$ cat src/rtl/disp_scan_ctrl.sv
`default_nettype none
// ============================================================================
// Module   : disp_scan_ctrl
// Purpose  : Six-digit multiplexed BCD display scanner with PWM brightness,
//            leading-zero blanking and a frame-synchronous update handshake.
// Revision : 1.0  initial release
// ============================================================================
module disp_scan_ctrl #(
    parameter int DIV  = 50000,
    parameter int NDIG = 6
) (
    input  logic        clk,
    input  logic        cr,
    input  logic        en,
    input  logic        wr_req,
    input  logic [23:0] wr_data,
    output logic        wr_ack,
    input  logic [1:0]  bright,
    input  logic        lzb,
    output logic [2:0]  bcdsel,
    output logic [3:0]  bcd_data,
    output logic        digit_on,
    output logic        frame_start
);

    localparam int             c_PW       = $clog2(DIV);
    localparam logic [c_PW-1:0] c_DIV_LAST = c_PW'(DIV - 1);
    localparam logic [2:0]     c_LAST_DIG = 3'(NDIG - 1);

    localparam logic [0:0] c_IDLE = 1'b0;
    localparam logic [0:0] c_SCAN = 1'b1;

    logic [0:0]      r_state;
    logic [0:0]      w_state_nxt;
    logic [c_PW-1:0] r_presc;
    logic [c_PW-1:0] w_presc_nxt;
    logic [1:0]      r_sub;
    logic [1:0]      w_sub_nxt;
    logic [2:0]      r_sel;
    logic [2:0]      w_sel_nxt;
    logic [23:0]     r_active;
    logic [23:0]     w_active_nxt;
    logic [23:0]     r_pending;
    logic            r_pend_valid;
    logic [3:0]      r_bcd;
    logic            r_fs;
    logic [7:0]      w_blank;

    logic w_scan;
    logic w_tick;
    logic w_slot_end;
    logic w_wrap;
    logic w_commit;
    logic w_accept;

    assign w_scan     = (r_state == c_SCAN);
    assign w_tick     = w_scan && (r_presc == c_DIV_LAST);
    assign w_slot_end = w_tick && (r_sub == 2'd3);
    assign w_wrap     = w_slot_end && (r_sel == c_LAST_DIG) && en;
    // Accept and commit are exclusive because commit needs pend_valid set.
    assign w_commit   = r_pend_valid && (!w_scan || w_wrap);
    assign w_accept   = wr_req && !r_pend_valid;

    // Digit k is blanked when it and every digit above it are zero.
    assign w_blank[0]   = 1'b0;
    assign w_blank[7:6] = 2'b00;
    for (genvar k = 1; k < 6; k++) begin : g_blank
        assign w_blank[k] = lzb && (r_active[23:4*k] == '0);
    end

    always_ff @(posedge clk) begin
        if (cr) begin
            r_state <= c_IDLE;
        end else begin
            r_state <= w_state_nxt;
        end
    end

    always_comb begin
        w_state_nxt = r_state;
        case (r_state)
            c_IDLE:  w_state_nxt = en ? c_SCAN : c_IDLE;
            c_SCAN:  w_state_nxt = en ? c_SCAN : c_IDLE;
            default: w_state_nxt = c_IDLE;
        endcase
    end

    always_comb begin
        wr_ack      = !cr && w_accept;
        digit_on    = !cr && w_scan && (r_sub <= bright) && !w_blank[r_sel];
        frame_start = !cr && r_fs;
        bcd_data    = cr ? 4'd0 : r_bcd;
        bcdsel      = cr ? 3'd0 : r_sel;
    end

    always_comb begin
        w_presc_nxt = '0;
        w_sub_nxt   = 2'd0;
        w_sel_nxt   = 3'd0;
        if (w_scan && en) begin
            w_presc_nxt = w_tick ? '0 : r_presc + 1'b1;
            w_sub_nxt   = w_tick ? r_sub + 2'd1 : r_sub;
            w_sel_nxt   = r_sel;
            if (w_slot_end) begin
                w_sel_nxt = (r_sel == c_LAST_DIG) ? 3'd0 : r_sel + 3'd1;
            end
        end
        w_active_nxt = w_commit ? r_pending : r_active;
    end

    // bcd_data is loaded from next-cycle select/active so it moves with bcdsel.
    always_ff @(posedge clk) begin
        if (cr) begin
            r_presc      <= '0;
            r_sub        <= 2'd0;
            r_sel        <= 3'd0;
            r_active     <= 24'd0;
            r_pending    <= 24'd0;
            r_pend_valid <= 1'b0;
            r_bcd        <= 4'd0;
            r_fs         <= 1'b0;
        end else begin
            r_presc  <= w_presc_nxt;
            r_sub    <= w_sub_nxt;
            r_sel    <= w_sel_nxt;
            r_active <= w_active_nxt;
            r_bcd    <= w_active_nxt[{w_sel_nxt, 2'b00} +: 4];
            r_fs     <= (!w_scan && en) || w_wrap;
            if (w_accept) begin
                r_pending    <= wr_data;
                r_pend_valid <= 1'b1;
            end else if (w_commit) begin
                r_pend_valid <= 1'b0;
            end
        end
    end

endmodule
`default_nettype wire

$ cat config.mk
export PLATFORM = sky130hd
export DESIGN_NAME = disp_scan_ctrl
export DESIGN_NICKNAME = d
export VERILOG_FILES = /design/src/rtl/disp_scan_ctrl.sv
export SDC_FILE = /design/constraint.sdc
export NUM_CORES = 1
export LEC_CHECK = 0
export CAP_MARGIN = 5
export CORE_MARGIN = 4
export CORE_UTILIZATION = 45
export DETAILED_ROUTE_END_ITERATION = 7
export GPL_ROUTABILITY_DRIVEN = 0
export GPL_TIMING_DRIVEN = 0
export HOLD_SLACK_MARGIN = 0.05
export PLACE_DENSITY = 0.8
export REMOVE_ABC_BUFFERS = 1
export SLEW_MARGIN = 20
export SYNTH_ARGS = -nofsm -noshare
export SYNTH_HDL_FRONTEND = slang
export SYNTH_SLANG_ARGS = --single-unit
$ cat constraint.sdc
create_clock -name clk -period 2.4 [get_ports clk]
set_input_delay 0.48 -clock clk [delete_from_list [all_inputs] [get_ports clk]]
set_output_delay 0.48 -clock clk [all_outputs]
set_load 0.02 [all_outputs]
* After elaboration in Yosys (flattened, before gate mapping)
Cells that the tools add are included.
** Word-level totals
- Register bits after elaboration :: 76
- Word-level logic and storage cells :: 62
** Operators by class
- Add/sub/neg operators :: 3
- Magnitude comparators :: 2
- Equal/unequal tests :: 3
- Shift-type cells :: 1
- Multiplexer cells :: 11
- Bitwise operators :: 1
- Reductions and logical operators :: 32
** Operator list (count)
- 2-to-1 mux 24 bit :: 1
- variable part select 24 x 6 -> 4 bit :: 1
- zero test 20 bit :: 1
- logical AND 1 bit :: 18
- adder 16 x 1 -> 16 bit (second input constant) :: 1
- equality test 16 bit (second input constant) :: 1
- zero test 16 bit :: 1
- zero test 12 bit :: 1
- 2-to-1 mux 3 bit :: 4
- zero test 8 bit :: 1
- zero test 1 bit :: 4
- zero test 4 bit :: 1
- less-than comparator 3 x 4 -> 1 bit (second input constant) :: 1
- 2-to-1 mux 1 bit :: 4
- 2-to-1 mux 4 bit :: 1
- adder 3 x 1 -> 3 bit (second input constant) :: 1
- binary-select mux 1 bit (select 3 bit) :: 1
- equality test 3 bit (second input constant) :: 1
- OR reduction 3 bit :: 1
- adder 2 x 1 -> 2 bit (second input constant) :: 1
- equality test 2 bit (second input constant) :: 1
- <= comparator 2 bit :: 1
- logical OR 1 bit :: 2
- nonzero test 2 bit :: 1
- other kinds (2) :: 2

* Logic depth before layout (Yosys ltp)
- Depth in word-level cells :: 9
- Gate-level depth with buffers :: 10
- Mapped depth without buffers :: 8

* Least setup slack after synthesis
No wires, ideal clock.
- Kind :: register to register
- Start :: register r_presc[0]
- End :: register r_bcd[0]
- Library setup time :: 0.120 ns
- Arrival :: 2.373 ns
- Required time :: 2.280 ns
- Slack :: -0.093 ns
- Stages on the path, launching flop included :: 11
- Path buffers :: 2
- Period minus slack after synthesis :: 2.493 ns
- Cell sequence :: dfxtp_1 -> ha_1 -> nand3_1 -> or2_1 -> buf_6 -> or4_4 -> a21oi_2 -> buf_6 -> mux2i_1 -> a2111oi_1 -> a211o_1
** Between the ends
- Word-level cells in the longest chain between the ends :: 9
- Elaborated cells between the ends (all ways) :: 11
- Classes of those cells :: eq/ne: 1; shift: 1; mux: 3; reduce/logical: 6
** Ends and longest elaborated chain
- start: declaration :: line 35 : logic [c_PW-1:0] r_presc;
- start signal: assignment :: line 123 : r_presc <= w_presc_nxt;
- equality test 16 bit (*) :: line 57 : assign w_tick = w_scan && (r_presc == c_DIV_LAST);
- logical AND 1 bit (*) :: line 57
- logical AND 1 bit (*) :: line 58 : assign w_slot_end = w_tick && (r_sub == 2'd3);
- logical AND 1 bit (2 in a row) :: line 59 : assign w_wrap = w_slot_end && (r_sel == c_LAST_DIG) && en;
- logical OR 1 bit :: line 61 : assign w_commit = r_pend_valid && (!w_scan || w_wrap);
- logical AND 1 bit :: line 61
- 2-to-1 mux 24 bit :: line 108 : w_active_nxt = w_commit ? r_pending : r_active;
- variable part select 24 x 6 -> 4 bit (*) :: line 127 : r_bcd <= w_active_nxt[{w_sel_nxt, 2'b00} +: 4];
- end signal: assignment :: line 127
- end: declaration :: line 45 : logic [3:0] r_bcd;
Mark *: on every way between the ends. The rest lies on a longest branch, timed or not.
A chain may end at the register's enable or synchronous reset.

* Final worst setup path
- Start :: register r_presc[10]
- End :: register r_bcd[0]
The elaborated chain is that of the path after synthesis.

==> flow_metrics.tcl <==
set metrics [dict create \
    reg2reg_to "r_bcd[0]" \
    yosys_register_bits 76 \
    clock.fmax_mhz 400 \
    relSlewSlack 0.577 \
    stdcell_count 567 \
    layout-drive-gt1-share 0.166 \
    gr-usage-all-layers 0.190 \
    netlist_area_um2 3290 \
    finalCriticalPeriod_ns 2.50 \
    post-route-drc-count 0 \
    fin_nets 501 \
    tightest_slew_ns 0.635 \
    p_clk_frac 0.438 \
    n_fill_cell 553 \
    cp-end-kind "flip-flop" \
    maxCapViolCount 0 \
    synth_cell_types 47 \
    p_seq_frac 0.481 \
    die_area_um2 8740 \
    crit_required_ns 2.71 \
    core_area_um2 6940 \
    min_path_type "reg2reg" \
    crit_fanout 6 \
    htreeDepth 3 \
    via_per_inst 5.39 \
    drv_slew 0 \
    startpoint_type "flip-flop" \
    synth_area_leader_cell "dfxtp_1" \
    ys_seq_area_frac 0.463 \
    synth_flop_cell "dfxtp_1" \
    cts_tree "yes" \
    failed_checks "setup timing" \
    detail_route.iter0.violations 304 \
    start_util 0.474 \
    grt_first_pass_wirelength_um 13100 \
    place.port_buffers 40 \
    worstSetupPathType "reg2reg" \
    antenna_found_initial 0 \
    place_ws_ns -0.685 \
    routed_wirelength_um 8160 \
    antenna-diode-count 0 \
    final.setup_skew_ns 0.0139 \
    wl_per_cell_um 14.4 \
    clk_pin_slew_ns 0.09 \
    ant_nets 0 \
    worstPathArrival_ns 2.81 \
    async_reset_ff_frac 0 \
    synthCells 408 \
    hpwl_um 5040 \
    cts.path.max_buffers 2 \
    p_comb_frac 0.081 \
    drt_first_pass_iters 5 \
    synth_area_leaders "dfxtp_1, nand2_1, a21oi_1, nor2_1, mux2i_1" \
    numCtsBuffers 9 \
    p_int_mw 2.10 \
    area_growth_pct 32.4 \
    final_common_cell "nand2_1" \
    clock_sinks 76 \
    r2r_cells 7 \
    grt_overflow 0 \
    layout_common_cells "nand2_1, dfxtp_1, a21oi_1" \
    place_area_um2 3780 \
    dr_total_vias 3057 \
    ctsHoldBuffers 0 \
    die_w_um 93.5 \
    setup_viol 4 \
    p_per_area_nw_per_um2 630 \
    clk_latency_ns 0.36 \
    reg2reg_slack_ns -0.10 \
    std_cell_rows 30 \
    dp.cells 526 \
    swShare 0.234 \
    rr_startpoint "r_presc[10]" \
    synth-edff-count 0 \
    crit_path_end "r_bcd[0]" \
    total_power_mw 2.74 \
    fin_util 0.627 \
    status "finished, violations left" \
    fin_area_um2 4350 \
    synth_warnings 0 \
    rsz0062_at_grt "true" \
    worstSetupStartpoint "r_presc[10]" \
    avgSynthCellArea_um2 8.06 \
    grt_pass1_vias 2857 \
    synth_top_area_share 0.463 \
    die_h_um 93.5 \
    finalWorstSetupSlack_ns -0.102 \
    grt_max_degree 40 \
    post-route-period-util 1.04 \
    ioPinCount 41 \
    switching_power_mw 0.642 \
    finalHoldViolCount 0 \
    cts_root_buf "clkbuf_8" \
    ir_drop_uv 365 \
    power_leakage_nw 1.52 \
]
-- routing by layer --
layer	up-vias	part of all wire	GRT usage
li1	1500	-	-
met1	1437	0.43	0.231
met2	101	0.48	0.319
met3	19	0.066	0.0418
met4	0	0.026	0.0904
met5	-	0	0
-- layout make-up --
cell class / instances / area (um2) / share of cell area
Multi-Input combinational cell: 305 / 1800 / 0.413
Tap cell: 96 / 120 / 0.0276
Clock inverter: 7 / 123 / 0.0282
Clock buffer: 9 / 124 / 0.0284
Timing Repair Buffer: 67 / 623 / 0.143
Sequential cell: 76 / 1540 / 0.353
Inverter: 7 / 26.3 / 0.00603
-- stage by stage --
stage / hold WS, ns / setup TNS [ns]
2_1_floorplan: 0.418 / -5.75
3_3_place_gp: 0.431 / -76.05
3_5_place_dp: 0.436 / -3.80
4_1_cts: 0.457 / -0.0162
5_1_grt: 0.475 / -0.631
6_report: 0.458 / -0.344
-- synth_stat cells, types with 2 or more instances --
cell	n
and2_1	3
ha_1	4
nor2b_1	13
nand2_1	102
a21oi_1	54
a31oi_1	2
nand2b_1	2
a2111oi_1	2
o21ai_0	6
a211o_1	3
inv_1	7
or3_1	3
nor2_1	39
xnor2_1	5
xor2_1	8
mux2i_1	12
or2_1	2
or4_1	2
clkbuf_1	19
nor4_1	5
dfxtp_1	76
mux2_2	2
and3_1	2
buf_6	2
nand4_1	5
nand3_1	7
-- critical path, cell delays in order, from the launching register on --
cell and delay (ns):
dfxtp_4 0.35, nand4b_1 0.19, or2_4 0.30, or4_4 0.51, a21oi_4 0.34, mux2i_1 0.13, a2111oi_1 0.47, a211o_1 0.17
-- timing repair --
| item | 4_1_cts | 5_1_grt |
|---|---|---|
| setup endpoints to repair | 6 | 11 |
| gates cloned | 1 | 0 |
| resized for setup | 28 | 11 |
| pin swaps | 10 | 5 |
| setup buffers | 17 | 7 |
-- logic make-up after synthesis --
family                     after synthesis  synth area share
AOI/OAI and AO/OA                       80             0.145
xor gates and xnor gates                13            0.0346
DFF                                     76             0.463
adders and majority gates                4            0.0152
buffers and inverters                   28            0.0365
muxes                                   14            0.0434
and+or+nand+nor                        193             0.263
-- flip-flops by register name, indices dropped and copies added (netlist names) --
signal	flops
r_fs	1
r_sub	2
r_pending	24
r_sel	3
r_active	24
r_state	1
r_presc	16
r_bcd	4
r_pend_valid	1
-- power by group through the flow --
stage          combinational, mW  sequential, mW  clock (mW)
6_report                   0.223            1.32        1.20
5_1_grt                    0.245            1.32        1.27
4_1_cts                    0.215            1.32        1.22
3_5_place_dp               0.204            1.35           0
3_3_place_gp               0.189            1.35           0
2_1_floorplan             0.0952            1.34           0
-- how the worst min path moves through the flow --
stage / start / endpoint / slack, ns / cells past startpoint
6_report: r_pending[23] / r_pending[23] / 0.46 / 2
5_1_grt: r_pending[13] / r_pending[13] / 0.47 / 2
4_1_cts: r_pending[10] / r_active[10] / 0.46 / 2
3_5_place_dp: r_presc[0] / r_presc[0] / 0.44 / 1
3_3_place_gp: r_presc[0] / r_presc[0] / 0.43 / 1
2_1_floorplan: r_presc[0] / r_presc[0] / 0.42 / 1
Power figures use the tool's default switching activity.
==> variant (config.mk and constraints unchanged) <==
Put a register stage on the output `digit_on`, without a reset. The value now appears one clock later. The other outputs are not delayed to match.
--- a/src/rtl/disp_scan_ctrl.sv
+++ b/src/rtl/disp_scan_ctrl.sv
@@ -29,6 +29,8 @@
 
     localparam logic [0:0] c_IDLE = 1'b0;
     localparam logic [0:0] c_SCAN = 1'b1;
+
+    logic digit_on_d;
 
     logic [0:0]      r_state;
     logic [0:0]      w_state_nxt;
@@ -87,7 +89,7 @@
 
     always_comb begin
         wr_ack      = !cr && w_accept;
-        digit_on    = !cr && w_scan && (r_sub <= bright) && !w_blank[r_sel];
+        digit_on_d  = !cr && w_scan && (r_sub <= bright) && !w_blank[r_sel];
         frame_start = !cr && r_fs;
         bcd_data    = cr ? 4'd0 : r_bcd;
         bcdsel      = cr ? 3'd0 : r_sel;
@@ -135,6 +137,10 @@
         end
     end
 
+    always_ff @(posedge clk) begin
+        digit_on <= digit_on_d;
+    end
+
 endmodule
 `default_nettype wire
 
Check against the original RTL: not equivalent (Yosys sat finds a counterexample within 4 cycles, from zero or initial values).
==> variant against the original RTL <==
The run still ends with setup timing left. Worst setup slack improved by 85 ps. Design area is 1.5% lower. Power fell by 10%. Synthesized cell count rose by 0.25%. Via count down 0.72%. Wire length grew 1.7%. Synthesized area is 0.61% higher. Sequential cell count increased by 1. Critical path type unchanged. Highest routed layer unchanged.
==> variant: results (changes against the original RTL) <==
<table>
<tr><th>Metric</th><th>Value</th></tr>
<tr><th colspan="2">GRT</th></tr>
<tr><td>Total routing resource utilization after global routing</td><td>18.0% (was 19.0%)</td></tr>
<tr><td>Number of global-route vias before repair</td><td>2,797 (was 2,857)</td></tr>
<tr><td>First-pass GRT wire length</td><td>12.6 mm (was 13.1 mm)</td></tr>
<tr><th colspan="2">Status</th></tr>
<tr><td>Failing checks</td><td>setup timing (unchanged)</td></tr>
<tr><td>Result of the run</td><td>finished, violations left (unchanged)</td></tr>
<tr><th colspan="2">Timing</th></tr>
<tr><td>Number of setup violations in the final report</td><td>3 (was 4)</td></tr>
<tr><td>Setup_tns</td><td>-33.9 ps (was -344 ps)</td></tr>
<tr><td>Final setup margin</td><td>-17.3 ps (was -102 ps)</td></tr>
<tr><td>Worst setup skew after layout</td><td>13.0 ps (was 13.9 ps)</td></tr>
<tr><td>Slew Limit Headroom</td><td>61.0% (was 57.7%)</td></tr>
<tr><th colspan="2">Route</th></tr>
<tr><td>1st-pass router iterations</td><td>4 (was 5)</td></tr>
<tr><td>Vias after detailed routing</td><td>3,035 (was 3,057)</td></tr>
<tr><td>Number of DRC violations after detailed-routing iteration 0</td><td>232 (was 304)</td></tr>
<tr><th colspan="2">Worst hold path</th></tr>
<tr><td>Source of the worst hold timing path</td><td>r_pending[11]$_SDFFE_PP0P_ (was r_pending[23]$_SDFFE_PP0P_)</td></tr>
<tr><th colspan="2">Placement</th></tr>
<tr><td>Total cell area at the placement stage</td><td>3790 um^2 (was 3780 um^2)</td></tr>
<tr><td>Total half-perimeter wirelength after legalization and detailed placement</td><td>5.01 mm (was 5.04 mm)</td></tr>
<tr><td>Worst-case setup slack after placement</td><td>-672 ps (was -685 ps)</td></tr>
<tr><th colspan="2">Logic synthesis</th></tr>
<tr><td>Register area share after synthesis</td><td>46.6% (was 46.3%)</td></tr>
<tr><td>Gate count after technology mapping</td><td>409 (was 408)</td></tr>
<tr><th colspan="2">Setup path</th></tr>
<tr><td>Number of cells on the worst reg-to-reg path</td><td>8 (was 7)</td></tr>
</table>
-- variant: routing by layer --
metal	vias up	track usage, %	part of all wire [%]
li1	1501	-	-
met1	1435	21.8	43
met2	83	30.3	49
met3	16	4.73	6.3
met4	0	6.98	2.0
met5	-	0	0
-- variant: worst max path at each step --
stage | endpoint | slack [ps]
global placement | r_active[13]$_SDFF_PP0_ | -1390
global route | r_bcd[3]$_SDFF_PP0_ | -110
detailed placement | r_bcd[0]$_SDFF_PP0_ | -670
finish | r_bcd[3]$_SDFF_PP0_ | -20
CTS | r_bcd[0]$_SDFF_PP0_ | 9
floorplan | r_bcd[3]$_SDFF_PP0_ | -260
-- variant: cells by family (layout without fill, tap and decap cells) --
kind of cell	count (synthesis)	count (layout)	synth area share [%]
compound gates	80	81	14.4
xor+xnor	13	13	3.44
fa+ha+maj	4	4	1.51
buf+inv	28	85	3.63
flops	77	77	46.6
mux	14	14	4.31
simple gates	193	194	26.1
-- variant: repair_timing --
action | CTS | global route
pin swaps | 8 | 12
gates cloned | 0 | 2
endpoints found under the hold margin | 0 | 0
endpoints found under the setup margin | 5 | 4
buffers inserted | 7 | 12
gates resized for setup | 19 | 20
-- variant: power by group through the flow --
stage | clock, mW | sequential [mW] | combinational (mW)
3_3_place_gp | 0 | 1.37 | 0.189
4_1_cts | 0.924 | 1.34 | 0.208
5_1_grt | 0.969 | 1.34 | 0.246
3_5_place_dp | 0 | 1.37 | 0.203
2_1_floorplan | 0 | 1.36 | 0.0943
6_report | 0.907 | 1.34 | 0.223
-- variant: cell type report --
class                      count  area (um^2)
multi-input combinational    306         1810
tap                           96          120
clock inverter                 7         58.8
fill                         603         2690
sequential                    77         1560
timing repair buffer          62          596
clock buffer                   9          124
inverter                       7         26.3
